<file path="src/rtl/result_reader_if.sv">
// rtl/result_reader_if.sv - control, RAM read port and result stream bundle for result_reader.
// RESULT_CHECKSUM_EN adds the checksum signal.
interface result_reader_if;
  logic        start;
  logic [7:0]  len;
  logic [7:0]  ram_raddr;
  logic [31:0] ram_out;
  logic [31:0] out_data;
  logic        out_valid;
  logic        out_ready;
  logic        busy;
  logic        done;
  logic [7:0]  count;
`ifdef RESULT_CHECKSUM_EN
  logic [31:0] checksum;

  modport slave (
    input  start, len, ram_out, out_ready,
    output ram_raddr, out_data, out_valid, busy, done, count, checksum
  );
  modport master (
    output start, len, ram_out, out_ready,
    input  ram_raddr, out_data, out_valid, busy, done, count, checksum
  );
`else
  modport slave (
    input  start, len, ram_out, out_ready,
    output ram_raddr, out_data, out_valid, busy, done, count
  );
  modport master (
    output start, len, ram_out, out_ready,
    input  ram_raddr, out_data, out_valid, busy, done, count
  );
`endif
endinterface

</file>
<file path="src/rtl/result_reader.sv">
// rtl/result_reader.sv - reads len consecutive results from RAM and streams them out.
// RESULT_CHECKSUM_EN adds a running 32-bit sum of transferred beats.
module result_reader #(
  parameter logic [7:0] BASE_ADDR = 8'd200,
  parameter int         READ_LAT  = 2
) (
  input  logic           clk,
  input  logic           rst_n,
  result_reader_if.slave bus
);
  typedef enum logic [1:0] {S_IDLE, S_WAIT, S_HOLD, S_FIN} state_t;

  localparam logic [1:0] LAT_INIT = 2'(READ_LAT - 1);

  state_t      r_state;
  state_t      w_next;
  logic [7:0]  r_raddr;
  logic [7:0]  r_len;
  logic [7:0]  r_count;
  logic [31:0] r_data;
  logic [1:0]  r_lat_cnt;
  logic        w_xfer;
  logic        w_last;
  logic        w_out_valid;
  logic        w_busy;
  logic        w_done;

  assign w_xfer = (r_state == S_HOLD) && bus.out_ready;
  assign w_last = (r_count + 8'd1) == r_len;

  always_ff @(posedge clk or negedge rst_n) begin
    if (!rst_n) begin
      r_state <= S_IDLE;
    end else begin
      r_state <= w_next;
    end
  end

  always_comb begin
    w_next = r_state;
    case (r_state)
      S_IDLE: begin
        if (bus.start) begin
          w_next = (bus.len == 8'd0) ? S_FIN : S_WAIT;
        end
      end
      S_WAIT: begin
        if (r_lat_cnt == 2'd0) begin
          w_next = S_HOLD;
        end
      end
      S_HOLD: begin
        if (w_xfer) begin
          w_next = w_last ? S_FIN : S_WAIT;
        end
      end
      default: w_next = S_IDLE;
    endcase
  end

  // Datapath registers; RAM data is captured only on the last WAIT cycle.
  always_ff @(posedge clk or negedge rst_n) begin
    if (!rst_n) begin
      r_raddr   <= 8'd0;
      r_len     <= 8'd0;
      r_count   <= 8'd0;
      r_data    <= 32'd0;
      r_lat_cnt <= 2'd0;
    end else begin
      case (r_state)
        S_IDLE: begin
          if (bus.start) begin
            r_count <= 8'd0;
            if (bus.len != 8'd0) begin
              r_raddr   <= BASE_ADDR;
              r_len     <= bus.len;
              r_lat_cnt <= LAT_INIT;
            end
          end
        end
        S_WAIT: begin
          if (r_lat_cnt != 2'd0) begin
            r_lat_cnt <= r_lat_cnt - 2'd1;
          end else begin
            r_data <= bus.ram_out;
          end
        end
        S_HOLD: begin
          if (w_xfer) begin
            r_count <= r_count + 8'd1;
            if (!w_last) begin
              r_raddr   <= r_raddr + 8'd1;
              r_lat_cnt <= LAT_INIT;
            end
          end
        end
        default: begin
        end
      endcase
    end
  end

`ifdef RESULT_CHECKSUM_EN
  logic [31:0] r_checksum;

  always_ff @(posedge clk or negedge rst_n) begin
    if (!rst_n) begin
      r_checksum <= 32'd0;
    end else if ((r_state == S_IDLE) && bus.start) begin
      r_checksum <= 32'd0;
    end else if (w_xfer) begin
      r_checksum <= r_checksum + r_data;
    end
  end

  assign bus.checksum = r_checksum;
`endif

  // Flags decode straight from the registered state, so reset clears them at once.
  always_comb begin
    w_out_valid = 1'b0;
    w_busy      = 1'b1;
    w_done      = 1'b0;
    case (r_state)
      S_IDLE:  w_busy      = 1'b0;
      S_HOLD:  w_out_valid = 1'b1;
      S_FIN:   w_done      = 1'b1;
      default: begin
      end
    endcase
  end

  assign bus.ram_raddr = r_raddr;
  assign bus.out_data  = r_data;
  assign bus.out_valid = w_out_valid;
  assign bus.busy      = w_busy;
  assign bus.done      = w_done;
  assign bus.count     = r_count;
endmodule

</file>
<file path="src/flat_wrapper.sv">
// flat-port wrapper written by rule: the top's interface ports become plain ports
module result_reader_flat 
#(
  parameter logic [7:0] BASE_ADDR = 8'd200,
  parameter int         READ_LAT  = 2
)
  (clk, rst_n, bus_start, bus_len, bus_ram_out, bus_out_ready, bus_ram_raddr, bus_out_data, bus_out_valid, bus_busy, bus_done, bus_count);
  result_reader_if bus_i ();
  input  logic clk;
  input  logic rst_n;
  input wire logic [$bits(bus_i.start)-1:0] bus_start;
  input wire logic [$bits(bus_i.len)-1:0] bus_len;
  input wire logic [$bits(bus_i.ram_out)-1:0] bus_ram_out;
  input wire logic [$bits(bus_i.out_ready)-1:0] bus_out_ready;
  output wire logic [$bits(bus_i.ram_raddr)-1:0] bus_ram_raddr;
  output wire logic [$bits(bus_i.out_data)-1:0] bus_out_data;
  output wire logic [$bits(bus_i.out_valid)-1:0] bus_out_valid;
  output wire logic [$bits(bus_i.busy)-1:0] bus_busy;
  output wire logic [$bits(bus_i.done)-1:0] bus_done;
  output wire logic [$bits(bus_i.count)-1:0] bus_count;
  assign bus_i.start = bus_start;
  assign bus_i.len = bus_len;
  assign bus_i.ram_out = bus_ram_out;
  assign bus_i.out_ready = bus_out_ready;
  assign bus_ram_raddr = bus_i.ram_raddr;
  assign bus_out_data = bus_i.out_data;
  assign bus_out_valid = bus_i.out_valid;
  assign bus_busy = bus_i.busy;
  assign bus_done = bus_i.done;
  assign bus_count = bus_i.count;
  result_reader #(.BASE_ADDR(BASE_ADDR), .READ_LAT(READ_LAT)) u_core (.clk(clk), .rst_n(rst_n), .bus(bus_i));
endmodule
</file>
<file path="config.mk">
export PLATFORM = sky130hd
export DESIGN_NAME = result_reader_flat
export DESIGN_NICKNAME = d
export VERILOG_FILES = /design/src/rtl/result_reader_if.sv /design/src/rtl/result_reader.sv /design/src/flat_wrapper.sv
export SDC_FILE = /design/constraint.sdc
export NUM_CORES = 1
export LEC_CHECK = 0
export BUFFER_PORTS_ARGS = -buffer_cell sky130_fd_sc_hd__clkbuf_2
export CORE_MARGIN = 5
export CORE_UTILIZATION = 25
export CTS_CLUSTER_SIZE = 12
export DETAILED_ROUTE_END_ITERATION = 12
export PLACE_DENSITY_LB_ADDON = 0.12
export SLEW_MARGIN = 20
export SYNTH_ARGS = -nofsm -noshare
export SYNTH_HDL_FRONTEND = slang
export SYNTH_SLANG_ARGS = --single-unit
</file>
<file path="constraint.sdc">
create_clock -name clk -period 6.7 [get_ports clk]
set_clock_uncertainty 0.15 [all_clocks]
set_input_delay 1.675 -clock clk [delete_from_list [all_inputs] [get_ports clk]]
set_output_delay 1.675 -clock clk [all_outputs]
set_load 0.005 [all_outputs]
</file>
# Yosys cells after proc, flatten, opt, wreduce, memory -nomap -nowiden
# Index checks and enable logic that the tools add are counted.
# W data, S select, Z words.
# word_totals
ff_bits,60
latchBits,0
ram_bits,0
romBits,0
in_bits,44
output_inout_bits,51
word_cells,57
mem_count,0
# classes
add_sub_neg,3
multipliers,0
div,0
n_lt_le_gt_ge,0
n_eq_ne,10
n_shift,0
muxes,23
bitwise,1
n_reduce_logical,14
# ops
op,count
$mux W8,6
$pmux W8 S2,2
$mux W2,10
$add A8 B1 Y8 const B,2
$pmux W2 S3,2
$reduce_and A3 Y1,3
$eq A8 B8 Y1,1
$logic_not A8 Y1,1
$ne A2 B1 Y1 const B,4
$reduce_bool A8 Y1,1
$reduce_and A6 Y1,1
$reduce_and A5 Y1,1
$eq A2 B2 Y1 const B,2
$logic_not A2 Y1,2
$ne A2 B2 Y1 const B,2
$reduce_bool A2 Y1,2
$mux W1,3
$reduce_bool A3 Y1,1
$eq A2 B1 Y1 const B,1
$reduce_and A2 Y1,1
$sub A2 B1 Y2 const B,1
$logic_and A1 B1 Y1,1
$not A1 Y1,1

# Longest topological paths before layout
# logic_depth
word_depth,5
depth_mapped,9
depth_no_buf,7

# Worst setup path before layout
# No wires, ideal clock.
# synth_path
path_kind,input port to flip-flop
startpoint,input port bus_len[0]
endpoint,register u_core.r_len[0]
setup_ns,0.125
arrival_time_ns,2.628
t_required_ns,6.425
slack_ns,3.797
path_stages,5
n_path_buf,0
path_cell_list,nor4_1 -> nand2_1 -> inv_1 -> nor3b_2 -> mux2_2
# synth_between
elab_chain_len,2
# synth_rtl
item,line_no,source
"start, declared",flat_wrapper.sv:12,input wire logic [$bits(bus_i.len)-1:0] bus_len;
$reduce_bool A8 Y1,result_reader.sv:74,if (bus.len != 8'd0) begin
$reduce_and A3 Y1 (no source line),-,
"end signal, assigned",result_reader.sv:76,r_len <= bus.len;
"end, declared",result_reader.sv:18,logic [7:0] r_len;
# Several ways; a longest one is shown, not always the timed one.
# A chain may end at the register's enable or synchronous reset.

# Final worst setup path
# layout_path
startpoint,register u_core.r_state[0]
endpoint,output port bus_out_valid
# layout_between
elab_chain_len,2
# layout_rtl
item,line_no,source
"start, declared",result_reader.sv:15,state_t r_state;
"start signal, assigned",result_reader.sv:35,r_state <= w_next;
$eq A2 B2 Y1,result_reader.sv:124,case (r_state)
$mux W1,result_reader.sv:124,
"end, declared",flat_wrapper.sv:17,output wire logic [$bits(bus_i.out_valid)-1:0] bus_out_valid;
# No other way between the ends.

==> flow_summary.yaml <==
synthesis:
  synth.net_count: 289
  postSynth.asyncResetShare_pct: 100.0
  mappedNetlistArea_um2: 2889
  synth.area.top_cells: "sky130_fd_sc_hd__dfrtp_1 (52%), sky130_fd_sc_hd__mux2_2 (16%), sky130_fd_sc_hd__o21ai_0 (2.8%), sky130_fd_sc_hd__nor2_1 (1.8%), sky130_fd_sc_hd__nand2_1 (1.6%)"
  synth_enable_flop_cells: 0
  register_area_share_after_synthesis_pct: 51.97
  yosys-top-cells-count: "sky130_fd_sc_hd__dfrtp_1 (60), sky130_fd_sc_hd__mux2_2 (40), sky130_fd_sc_hd__o21ai_0 (16)"
  synthCells: 242
  share_of_the_synthesized_area_in_the_top_cell_type_pct: 51.97
  yosys_warnings: 0
  synth-seq-cells: 60
  yosysTopAreaCell: "sky130_fd_sc_hd__dfrtp_1"
  synth_unique_cells: 56
  commonest_register_cell_after_synthesis: "sky130_fd_sc_hd__dfrtp_1"
  mapped_avg_cell_area_um2: 11.94
  synth_most_common_cell: "sky130_fd_sc_hd__dfrtp_1"
clock_tree:
  clk_path_buf_depth: 2
  clock_tree.htree_level_count: 3
  cts_tree: "yes"
  cts_hold_buffers: 0
  clock_tree.root_cell: "sky130_fd_sc_hd__clkbuf_16"
  post_cts_buffers: 0
  cts_num_sinks: 60
  clk_pin_slew_worst_paths_ps: 50
  clock_buffer_count_from_cts: 9
  worst_skew_pair.late_latency_ps: 320
  postCtsResizedCells: 0
place:
  placed_area_um2: 3497
  gp_congestion: 0.7325
  post-dp-hpwl_um: 5391
  post_placement_cell_count: 473
  portBuffers: 94
floorplan:
  initial_core_util_pct: 25.41
  num_rows: 39
  floorplan.die.width_um: 117.5
  core_region_area_um2: 11370
  die_height_um: 117.5
  design.die.area_um2: 13810
  ios: 95
critical_path:
  path_cells: "nand2b_4, inv_2, clkbuf_2"
  critical_path_arrival_ps: 1320
  endpoint_kind: "output port"
  max_stage_delay_ps: 460
  worst-setup-path-type: "flip-flop to output port"
  ff2ff_path_depth: 7
  cp_data_required_time_ps: 4880
  crit_path_start_kind: "flip-flop"
  cpMaxStageDelayCell: "sky130_fd_sc_hd__dfrtp_1"
  worstPathMaxFanout: 8
pwr:
  total_leakage_power_uw: 0.001776
  power.ir.vdd_worst_mv: 0.1954
  power_density_cells_nw_per_um2: 429.5
layout:
  final_design_area_no_fill_um2: 3801
  multi_input_comb_area_um2: 1301
  fin_cells: 489
  n_antenna_cell: 0
  area.growth.synth_to_final_pct: 31.57
  final_nets: 388
  post-route-util_pct: 33.43
  sequential_cell_area_um2: 1501
  n_fill_cell: 1163
  layout-drive-gt1-share_pct: 47.69
sta:
  min_period_over_period_pct: 46.94
  finalHoldViolCount: 0
  timing.final.setup_violations: 0
  fin_setup_tns_ps: 0
  period_minus_slack_ps: 3145
  fin_worst_hold_slack_ps: 353.1
  unrepaired_setup_endpoints_after_global_routing: "false"
  max_freq_ghz: 0.3180
  max_slew_margin_pct: 48.50
  tightest_slew_ps: 772.4
  timing.final.max_slew_violations: 0
detailed_routing:
  drtAntennaViolNets: 0
  via_count: 2289
  drt-wirelength-per-cell_um: 15.20
  totalWireLength_um: 7431
  detail_route.iter0.violations: 92
  post-route-drc-count: 0
  detail_route.vias_per_cell: 4.681
  detailed_router_iteration_count_before_antenna_repair: 4
job:
  max-cap-violations: 0
grt:
  grt_start_max_net_pins: 61
  grt_antenna_before_repair: 0
  grt_first_pass_wirelength_um: 12310
  grt_pass1_vias: 2397
  grt.total_usage_pct: 11.00
  grt-ovfl-total: 0
worst_hold_path:
  holdCritPathClass: "flip-flop to flip-flop"
  min_delay_path_depth: 1
status:
  run_status: "finished clean"
cells in the final DEF, fill, tap and decap left out, types with 2 or more instances in the layout:
cell type,instances
sky130_fd_sc_hd__clkbuf_2,94
sky130_fd_sc_hd__or2_2,3
sky130_fd_sc_hd__clkbuf_8,2
sky130_fd_sc_hd__a32o_1,4
sky130_fd_sc_hd__ha_1,3
sky130_fd_sc_hd__o21ai_0,16
sky130_fd_sc_hd__or2b_1,2
sky130_fd_sc_hd__xnor2_1,4
sky130_fd_sc_hd__nand3b_1,2
sky130_fd_sc_hd__nor3b_1,2
sky130_fd_sc_hd__nand3_1,6
sky130_fd_sc_hd__dfrtp_1,60
sky130_fd_sc_hd__a21oi_1,4
sky130_fd_sc_hd__nor2b_1,2
sky130_fd_sc_hd__and3_1,5
sky130_fd_sc_hd__nor4_1,2
sky130_fd_sc_hd__buf_4,2
sky130_fd_sc_hd__a211oi_1,2
sky130_fd_sc_hd__xor2_1,2
sky130_fd_sc_hd__a31oi_1,2
sky130_fd_sc_hd__mux2i_1,3
sky130_fd_sc_hd__o31ai_1,2
sky130_fd_sc_hd__o211ai_1,4
sky130_fd_sc_hd__o2bb2ai_1,2
sky130_fd_sc_hd__nand2_1,12
sky130_fd_sc_hd__clkinv_2,2
sky130_fd_sc_hd__clkbuf_16,9
sky130_fd_sc_hd__inv_1,7
sky130_fd_sc_hd__nor2_1,14
sky130_fd_sc_hd__a21o_1,2
sky130_fd_sc_hd__mux2_2,40
kinds of logic after synthesis:
family	Yosys count	synth area share, %
AOI/OAI and AO/OA	51	12.86
xor gates and xnor gates	7	2.382
buffers and inverters	16	2.988
DFF	60	51.97
muxes	43	16.63
and+or+nand+nor	62	11.87
adders and majority gates	3	1.299
worst max-delay path, delay by kind of cell, from the launching register on:
kind | cells | cell delay, ps
flip-flops | 1 | 460
buffers and inverters | 2 | 320
AND/OR/NAND/NOR | 1 | 220
layout make-up:
type / count / share of cell area (%)
timing repair buffer: 96 / 12.77
clock buffer: 12 / 6.748
inverter: 8 / 0.7900
tap: 143 / 4.707
sequential: 60 / 39.50
clock inverter: 4 / 1.251
multi-input combinational: 166 / 34.23
state kept, by name, indices dropped and copies added (netlist names):
| name | flops |
|---|---|
| u_core.bus.out_data | 32 |
| u_core.bus.count | 8 |
| u_core.bus.ram_raddr | 8 |
| u_core.r_len | 8 |
| u_core.r_lat_cnt | 2 |
| u_core.r_state | 2 |
path summary, 6_finish.rpt:
check                      slack [ps]                                   to                           startpoint
setup / recovery                 3560                        bus_out_valid        u_core.r_state[0]$_DFFE_PN0P_
hold / removal                    350  u_core.bus.out_data[15]$_DFFE_PN0P_  u_core.bus.out_data[15]$_DFFE_PN0P_
setup reg to reg                 4100  u_core.bus.ram_raddr[1]$_DFFE_PN0P_      u_core.bus.count[0]$_DFFE_PN0P_
hold reg to reg                   350  u_core.bus.out_data[15]$_DFFE_PN0P_  u_core.bus.out_data[15]$_DFFE_PN0P_
max in group asynchronous        4530  u_core.bus.out_data[26]$_DFFE_PN0P_                                rst_n
min in group asynchronous        1370      u_core.bus.count[5]$_DFFE_PN0P_                                rst_n
routing by layer:
metal	global-route usage (%)	part of all wire, %	up-vias
met5	0	0	-
met4	4.588	1.6	0
met1	13.17	43	1103
met2	16.62	45	96
met3	5.670	10	8
li1	-	-	1082
per-stage QoR:
step | power, uW | setup WS, ps
after global placement | 1181 | 3367
after detailed placement | 1184 | 3405
final | 1633 | 3555
after CTS | 1669 | 3530
after global routing | 1758 | 3489
after floorplan | 963.8 | 3797
power breakdown:
group | leakage (uW) | switching [uW] | internal (uW)
combinational | 0.000902 | 241 | 311
clock | 0.000149 | 162 | 307
sequential | 0.000726 | 99.6 | 512
Note: power is estimated with default switching activity, not from simulation.
